[src/rtl/swarm_pkg.sv]
// rtl/swarm_pkg.sv - shared task, queue and register-map types for the task enqueue path
package swarm;

    localparam int LOG_TQ_SIZE = 4;
    localparam int REG_ADDR_W  = 8;
    localparam int REG_DATA_W  = 32;

    typedef logic [LOG_TQ_SIZE-1:0] tq_slot_t;
    typedef logic [7:0]             epoch_t;
    typedef logic [3:0]             tile_id_t;
    typedef logic [4:0]             tsb_entry_id_t;

    typedef struct packed {
        logic [31:0] ts;
        logic [15:0] fn_id;
        logic [31:0] arg;
    } task_t;

    localparam logic [REG_ADDR_W-1:0] TQ_UNTIED_RESERVE = 8'h10;
    localparam logic [REG_ADDR_W-1:0] TER_N_ACK         = 8'h20;
    localparam logic [REG_ADDR_W-1:0] TER_N_NACK        = 8'h24;
    localparam logic [REG_ADDR_W-1:0] TER_CLEAR         = 8'h28;

    typedef enum logic [1:0] {
        TER_IDLE  = 2'd0,
        TER_ALLOC = 2'd1,
        TER_RESP  = 2'd2
    } ter_state_e;

    // Untied tasks must leave `reserve` slots free so tied tasks can always make progress.
    function automatic logic ter_admit(input logic                 tied,
                                       input logic [LOG_TQ_SIZE:0] free,
                                       input logic [LOG_TQ_SIZE:0] reserve);
        return tied ? (free != '0) : (free > reserve);
    endfunction

endpackage

[src/rtl/reg_bus_if.sv]
// rtl/reg_bus_if.sv - simple register bus: single-cycle write, read data one cycle after arvalid
interface reg_bus_t;
    import swarm::*;

    logic                  wvalid;
    logic [REG_ADDR_W-1:0] waddr;
    logic [REG_DATA_W-1:0] wdata;
    logic                  arvalid;
    logic [REG_ADDR_W-1:0] araddr;
    logic                  rvalid;
    logic [REG_DATA_W-1:0] rdata;

    modport slave  (input wvalid, waddr, wdata, arvalid, araddr, output rvalid, rdata);
    modport master (output wvalid, waddr, wdata, arvalid, araddr, input rvalid, rdata);
endinterface

[src/rtl/task_enq_responder.sv]
// rtl/task_enq_responder.sv - admits one remote task enqueue at a time and answers with ack/nack
module task_enq_responder
    import swarm::*;
#(
    parameter int TILE_ID    = 0,
    parameter int STAT_WIDTH = 32
) (
    input  logic                 clk,
    input  logic                 rstn,

    input  logic                 s_valid,
    output logic                 s_ready,
    input  task_t                s_data,
    input  logic                 s_tied,
    input  tsb_entry_id_t        s_tsb_id,
    input  tile_id_t             s_src_tile,

    output logic                 tq_alloc_valid,
    input  logic                 tq_alloc_ready,
    output task_t                tq_alloc_data,
    output logic                 tq_alloc_tied,
    input  tq_slot_t             tq_slot,
    input  epoch_t               tq_epoch,
    input  logic [LOG_TQ_SIZE:0] tq_free,

    output logic                 m_resp_valid,
    input  logic                 m_resp_ready,
    output logic                 m_resp_ack,
    output tsb_entry_id_t        m_resp_tsb_id,
    output epoch_t               m_resp_epoch,
    output tq_slot_t             m_resp_tq_slot,
    output tile_id_t             m_resp_dest_tile,
    output tile_id_t             m_resp_src_tile,

    reg_bus_t.slave              reg_bus,

    output logic                 idle
);

    localparam logic [LOG_TQ_SIZE:0] RESERVE_RST = (LOG_TQ_SIZE + 1)'(2);

    ter_state_e              state_q, state_d;
    task_t                   task_q, task_d;
    logic                    tied_q, tied_d;
    tsb_entry_id_t           tsb_id_q, tsb_id_d;
    tile_id_t                src_tile_q, src_tile_d;
    logic                    ack_q, ack_d;
    tq_slot_t                slot_q, slot_d;
    epoch_t                  epoch_q, epoch_d;
    logic [STAT_WIDTH-1:0]   n_ack_q, n_ack_d;
    logic [STAT_WIDTH-1:0]   n_nack_q, n_nack_d;
    logic [LOG_TQ_SIZE:0]    reserve_q, reserve_d;
    logic                    rvalid_q, rvalid_d;
    logic [REG_DATA_W-1:0]   rdata_q, rdata_d;

    logic accept, resp_hs, clear_wr;

    assign s_ready = (state_q == TER_IDLE) || ((state_q == TER_RESP) && m_resp_ready);
    assign accept  = s_valid && s_ready;
    assign resp_hs = (state_q == TER_RESP) && m_resp_ready;
    assign clear_wr = reg_bus.wvalid && (reg_bus.waddr == TER_CLEAR);

    always_comb begin
        state_d    = state_q;
        task_d     = task_q;
        tied_d     = tied_q;
        tsb_id_d   = tsb_id_q;
        src_tile_d = src_tile_q;
        ack_d      = ack_q;
        slot_d     = slot_q;
        epoch_d    = epoch_q;
        n_ack_d    = n_ack_q;
        n_nack_d   = n_nack_q;
        reserve_d  = reserve_q;

        case (state_q)
            TER_ALLOC: begin
                if (tq_alloc_ready) begin
                    slot_d  = tq_slot;
                    epoch_d = tq_epoch;
                    ack_d   = 1'b1;
                    state_d = TER_RESP;
                end
            end
            TER_RESP: begin
                if (m_resp_ready) state_d = TER_IDLE;
            end
            default: ;
        endcase

        // A new request may overwrite the response registers only once the old response is taken.
        if (accept) begin
            task_d     = s_data;
            tied_d     = s_tied;
            tsb_id_d   = s_tsb_id;
            src_tile_d = s_src_tile;
            if (ter_admit(s_tied, tq_free, reserve_q)) begin
                state_d = TER_ALLOC;
            end else begin
                state_d = TER_RESP;
                ack_d   = 1'b0;
                slot_d  = '0;
                epoch_d = '0;
            end
        end

        if (resp_hs) begin
            if (ack_q && (n_ack_q != '1))   n_ack_d  = n_ack_q + 1'b1;
            if (!ack_q && (n_nack_q != '1)) n_nack_d = n_nack_q + 1'b1;
        end
        if (clear_wr) begin
            n_ack_d  = '0;
            n_nack_d = '0;
        end

        if (reg_bus.wvalid && (reg_bus.waddr == TQ_UNTIED_RESERVE)) begin
            reserve_d = (|reg_bus.wdata[REG_DATA_W-1:LOG_TQ_SIZE+1]) ? '1
                                                                     : reg_bus.wdata[LOG_TQ_SIZE:0];
        end
    end

    always_comb begin
        rvalid_d = reg_bus.arvalid;
        rdata_d  = '0;
        if (reg_bus.arvalid) begin
            case (reg_bus.araddr)
                TER_N_ACK:  rdata_d = REG_DATA_W'(n_ack_q);
                TER_N_NACK: rdata_d = REG_DATA_W'(n_nack_q);
                default:    rdata_d = '0;
            endcase
        end
    end

    always_ff @(posedge clk or negedge rstn) begin
        if (!rstn) begin
            state_q    <= TER_IDLE;
            task_q     <= '0;
            tied_q     <= 1'b0;
            tsb_id_q   <= '0;
            src_tile_q <= '0;
            ack_q      <= 1'b0;
            slot_q     <= '0;
            epoch_q    <= '0;
            n_ack_q    <= '0;
            n_nack_q   <= '0;
            reserve_q  <= RESERVE_RST;
            rvalid_q   <= 1'b0;
            rdata_q    <= '0;
        end else begin
            state_q    <= state_d;
            task_q     <= task_d;
            tied_q     <= tied_d;
            tsb_id_q   <= tsb_id_d;
            src_tile_q <= src_tile_d;
            ack_q      <= ack_d;
            slot_q     <= slot_d;
            epoch_q    <= epoch_d;
            n_ack_q    <= n_ack_d;
            n_nack_q   <= n_nack_d;
            reserve_q  <= reserve_d;
            rvalid_q   <= rvalid_d;
            rdata_q    <= rdata_d;
        end
    end

    assign tq_alloc_valid   = (state_q == TER_ALLOC);
    assign tq_alloc_data    = task_q;
    assign tq_alloc_tied    = tied_q;
    assign m_resp_valid     = (state_q == TER_RESP);
    assign m_resp_ack       = ack_q;
    assign m_resp_tsb_id    = tsb_id_q;
    assign m_resp_epoch     = epoch_q;
    assign m_resp_tq_slot   = slot_q;
    assign m_resp_dest_tile = src_tile_q;
    assign m_resp_src_tile  = tile_id_t'(TILE_ID);
    assign reg_bus.rvalid   = rvalid_q;
    assign reg_bus.rdata    = rdata_q;
    assign idle             = (state_q == TER_IDLE);

endmodule

[src/flat_wrapper.sv]
// flat-port wrapper written by rule: the top's interface ports become plain ports
module task_enq_responder_flat import swarm::*;
#(
    parameter int TILE_ID    = 0,
    parameter int STAT_WIDTH = 32
)
  (clk, rstn, s_valid, s_ready, s_data, s_tied, s_tsb_id, s_src_tile, tq_alloc_valid, tq_alloc_ready, tq_alloc_data, tq_alloc_tied, tq_slot, tq_epoch, tq_free, m_resp_valid, m_resp_ready, m_resp_ack, m_resp_tsb_id, m_resp_epoch, m_resp_tq_slot, m_resp_dest_tile, m_resp_src_tile, idle, reg_bus_wvalid, reg_bus_waddr, reg_bus_wdata, reg_bus_arvalid, reg_bus_araddr, reg_bus_rvalid, reg_bus_rdata);
  reg_bus_t reg_bus_i ();
  input  logic clk;
  input  logic rstn;
  input  logic s_valid;
  output logic s_ready;
  input  task_t s_data;
  input  logic s_tied;
  input  tsb_entry_id_t s_tsb_id;
  input  tile_id_t s_src_tile;
  output logic tq_alloc_valid;
  input  logic tq_alloc_ready;
  output task_t tq_alloc_data;
  output logic tq_alloc_tied;
  input  tq_slot_t tq_slot;
  input  epoch_t tq_epoch;
  input  logic [LOG_TQ_SIZE:0] tq_free;
  output logic m_resp_valid;
  input  logic m_resp_ready;
  output logic m_resp_ack;
  output tsb_entry_id_t m_resp_tsb_id;
  output epoch_t m_resp_epoch;
  output tq_slot_t m_resp_tq_slot;
  output tile_id_t m_resp_dest_tile;
  output tile_id_t m_resp_src_tile;
  output logic idle;
  input wire logic [$bits(reg_bus_i.wvalid)-1:0] reg_bus_wvalid;
  input wire logic [$bits(reg_bus_i.waddr)-1:0] reg_bus_waddr;
  input wire logic [$bits(reg_bus_i.wdata)-1:0] reg_bus_wdata;
  input wire logic [$bits(reg_bus_i.arvalid)-1:0] reg_bus_arvalid;
  input wire logic [$bits(reg_bus_i.araddr)-1:0] reg_bus_araddr;
  output wire logic [$bits(reg_bus_i.rvalid)-1:0] reg_bus_rvalid;
  output wire logic [$bits(reg_bus_i.rdata)-1:0] reg_bus_rdata;
  assign reg_bus_i.wvalid = reg_bus_wvalid;
  assign reg_bus_i.waddr = reg_bus_waddr;
  assign reg_bus_i.wdata = reg_bus_wdata;
  assign reg_bus_i.arvalid = reg_bus_arvalid;
  assign reg_bus_i.araddr = reg_bus_araddr;
  assign reg_bus_rvalid = reg_bus_i.rvalid;
  assign reg_bus_rdata = reg_bus_i.rdata;
  task_enq_responder #(.TILE_ID(TILE_ID), .STAT_WIDTH(STAT_WIDTH)) u_core (.clk(clk), .rstn(rstn), .s_valid(s_valid), .s_ready(s_ready), .s_data(s_data), .s_tied(s_tied), .s_tsb_id(s_tsb_id), .s_src_tile(s_src_tile), .tq_alloc_valid(tq_alloc_valid), .tq_alloc_ready(tq_alloc_ready), .tq_alloc_data(tq_alloc_data), .tq_alloc_tied(tq_alloc_tied), .tq_slot(tq_slot), .tq_epoch(tq_epoch), .tq_free(tq_free), .m_resp_valid(m_resp_valid), .m_resp_ready(m_resp_ready), .m_resp_ack(m_resp_ack), .m_resp_tsb_id(m_resp_tsb_id), .m_resp_epoch(m_resp_epoch), .m_resp_tq_slot(m_resp_tq_slot), .m_resp_dest_tile(m_resp_dest_tile), .m_resp_src_tile(m_resp_src_tile), .reg_bus(reg_bus_i), .idle(idle));
endmodule
[config.mk]
export PLATFORM = sky130hd
export DESIGN_NAME = task_enq_responder_flat
export DESIGN_NICKNAME = d
export VERILOG_FILES = /design/src/rtl/swarm_pkg.sv /design/src/rtl/reg_bus_if.sv /design/src/rtl/task_enq_responder.sv /design/src/flat_wrapper.sv
export SDC_FILE = /design/constraint.sdc
export NUM_CORES = 1
export LEC_CHECK = 0
export ABC_AREA = 1
export CORE_UTILIZATION = 30
export DETAILED_ROUTE_END_ITERATION = 8
export GPL_ROUTABILITY_DRIVEN = 0
export PLACE_DENSITY = 0.61
export SETUP_SLACK_MARGIN = 0.15
export SLEW_MARGIN = 15
export SYNTH_ARGS = -nofsm -noshare
export SYNTH_HDL_FRONTEND = slang
export SYNTH_SLANG_ARGS = --single-unit
[constraint.sdc]
create_clock -name clk -period 1.7 [get_ports clk]
set_input_delay 0.17 -clock clk [delete_from_list [all_inputs] [get_ports clk]]
set_output_delay 0.17 -clock clk [all_outputs]
set_load 0.01 [all_outputs]
==> flow_metrics.env <==
export IMPL_outcome="finished with violations"
export IMPL_violations="setup timing"
export IMPL_grt_max_degree=51
export IMPL_async_flop_share_pct=100
export IMPL_design_area_um2=18100
export IMPL_die_height_um=190
export IMPL_r2r_cells=11
export IMPL_nets=2094
export IMPL_holdWs_ns=0.134
export IMPL_worstSetupEndpoint="tq_alloc_valid"
export IMPL_synth_most_common_cell="nand2_1"
export IMPL_syn_area_per_cell_um2=7.30
export IMPL_rsz0062_at_grt="true"
export IMPL_m1WireLength_um=15500
export IMPL_drt_wl_total_um=39800
export IMPL_ys_seq_area_share_pct=49.0
export IMPL_htreeDepth=1
export IMPL_period_share_pct=101
export IMPL_drv_slew=0
export IMPL_multi_input_area_um2=5770
export IMPL_hold_path_class="in2reg"
export IMPL_synth_cell_types=34
export IMPL_antenna_found_initial=0
export IMPL_num_vias=11200
export IMPL_fillCellCount=3193
export IMPL_root_buffer="clkbuf_16"
export IMPL_wl_met2_um=19700
export IMPL_dieArea_um2=36000
export IMPL_grt_pass1_vias=11300
export IMPL_path_max_fanout=3
export IMPL_portBuffers=301
export IMPL_grt_use_total_pct=22.0
export IMPL_p_leak_nw=9.05
export IMPL_drt_iter0_drc=549
export IMPL_gr_total_overflow=0
export IMPL_avgViaCountPerCell=4.69
export IMPL_synth_edff_count=0
export IMPL_reg2reg_slack_ns=-0.01
export IMPL_finalHoldViolations=0
export IMPL_dr_pass1_iters=5
export IMPL_drtAntennaViolNets=0
export IMPL_drive_gt1_share_pct=26.7
export IMPL_numCtsBuffers=25
export IMPL_seq_area_um2=5190
export IMPL_power_density_nw_per_um2=1310
export IMPL_cp_arrival_ns=1.54
export IMPL_ys_ff_latch=207
export IMPL_rows=68
export IMPL_wl_met3_um=3290
export IMPL_start_util_pct=30.5
export IMPL_vdd_drop_max_v=0.000936
export IMPL_syn_cell_area_um2=10600
export IMPL_syn_inst=1448
export IMPL_yosysWarningCount=0
export IMPL_placed_area_um2=15200
export IMPL_setup_viol=4
export IMPL_clkTransAtPathRegs_ns=0.06
export IMPL_area_delta_synth_final_pct=71.1
export IMPL_highest_layer="met4"
export IMPL_clock_sinks=207
export IMPL_fin_crit_ns=1.71
export IMPL_rr_startpoint="u_core.n_nack_q[1]"
export IMPL_fmax_ghz=0.583
export IMPL_crit_path_end_kind="output port"
export IMPL_grt_pass1_wl_um=62100
export IMPL_synth_common_cells="nand2_1 (680), dfrtp_1 (206), nor2_1 (169), nand3_1 (108), inv_1 (77)"
export IMPL_avgRoutedWirePerCell_um=16.6
export IMPL_cap_violations=0
export IMPL_clkLatencyLatePin_ns=0.53
export IMPL_netlist_area_leader_share_pct=48.8
export IMPL_reg2reg_to="u_core.n_nack_q[2]"
export IMPL_cts_path_max_buffers=3
export IMPL_synthTopCellsByArea="dfrtp_1 (49%), nand2_1 (24%), nor2_1 (6.0%), nand3_1 (5.1%), inv_1 (2.7%)"
export IMPL_synth_ff_type="dfrtp_1"
export IMPL_core_um2=34600
export IMPL_fin_skew_ns=0.0184
export IMPL_ios=306
export IMPL_drc_errors=0
export IMPL_worstSetupStartpoint="u_core.state_q[0]"
export IMPL_yosys_area_top_type="dfrtp_1"
export IMPL_antenna_cells=0
export IMPL_cp_required_ns=1.53
export IMPL_dp_hpwl_um=27100
export IMPL_cts_tree="done"
export IMPL_die_w_um=190
export IMPL_setup_ws_ns=-0.0146
export IMPL_cp_start_kind="flop"
export IMPL_crit_type="reg2out"
worst min path at each step:
stage / start / endpoint / slack [ns] / cells past startpoint
floorplan: rstn / u_core.m_resp_ack / -0.13 / 0
global placement: rstn / u_core.tq_alloc_data[27] / 0.13 / 1
detailed placement: rstn / u_core.tq_alloc_data[27] / 0.13 / 1
CTS: reg_bus_arvalid / u_core.reg_bus.rvalid / 0.12 / 1
global route: reg_bus_arvalid / u_core.reg_bus.rvalid / 0.14 / 1
finish: reg_bus_arvalid / u_core.reg_bus.rvalid / 0.13 / 1
placed cells by master, fill, tap and decap left out, types with 40 or more instances in the layout:
cell type and instances:
nand2_2 121, dlygate4sd2_1 135, nand3_1 91, nand2_1 515, dfrtp_1 198, inv_1 71
nor2_1 147, nand2_4 49, a21oi_1 40, clkdlybuf4s50_1 160, buf_4 127
metal layers:
layer / vias up / track usage (%)
li1: 5438 / -
met1: 5293 / 25.8
met2: 427 / 39.0
met3: 74 / 5.76
met4: 0 / 7.07
met5: - / 0
stage by stage:
stage	power [mW]	util [%]	cells	setup TNS (ns)	worst slack, ns
floorplan	10.4	-	1451	0	0.0599
CTS	22.6	49.9	2379	-0.0127	-0.00898
global placement	14.9	44.0	2285	-10.38	-0.152
detailed placement	15.0	44.0	2285	-13.42	-0.227
finish	23.6	52.2	2393	-0.0419	-0.0146
global route	24.9	52.2	2393	-5.88	-0.0866
kinds of logic (layout without fill, tap and decap cells):
kind of cell	Yosys count	count (layout)	share of synthesized area, %
compound gates	61	61	3.04
fa+ha+maj	10	10	1.18
simple gates	1004	1004	38.7
other cells	1	4	0.0355
xor+xnor	27	27	2.24
flops	207	207	49.0
buf+inv	138	625	5.82
state kept, by name, summed over array words and instances (netlist names):
signal and count:
u_core.tq_alloc_data 80, u_core.n_ack_q 32, u_core.n_nack_q 32, u_core.reg_bus.rdata 32
u_core.m_resp_epoch 8, u_core.m_resp_tsb_id 5, u_core.reserve_q 5, u_core.m_resp_dest_tile 4
u_core.m_resp_tq_slot 4, u_core.state_q 2, u_core.m_resp_ack 1, u_core.reg_bus.rvalid 1
u_core.tq_alloc_tied 1
where the power goes:
part,internal (mW),total (mW),switching [mW]
registers,6.28,7.34,1.06
logic,5.30,10.3,5.00
clock network,3.80,6.00,2.19
total,15.4,23.6,8.25
layout make-up:
class                      instances  share of cell area [%]
inverter                          79                    1.69
tap                              455                    3.15
clock inverter                    11                    1.18
multi-input combinational       1106                    31.9
sequential                       207                    28.7
timing repair buffer             503                    29.5
clock buffer                      32                    3.88
worst max-delay path, cell delays in order (launching register included):
cell	delay [ns]
dfrtp_1	0.39
buf_4	0.14
buf_6	0.10
buf_6	0.11
ha_4	0.16
buf_6	0.12
what timing repair did:
item / CTS / global route
hold buffers: 1 / 0
resized for setup: 312 / 172
cloned: 18 / 7
pin swaps: 31 / 60
endpoints found under the hold margin: 201 / 0
setup buffers: 32 / 7
setup endpoints to repair: 306 / 173
Power figures use the tool's default switching activity.
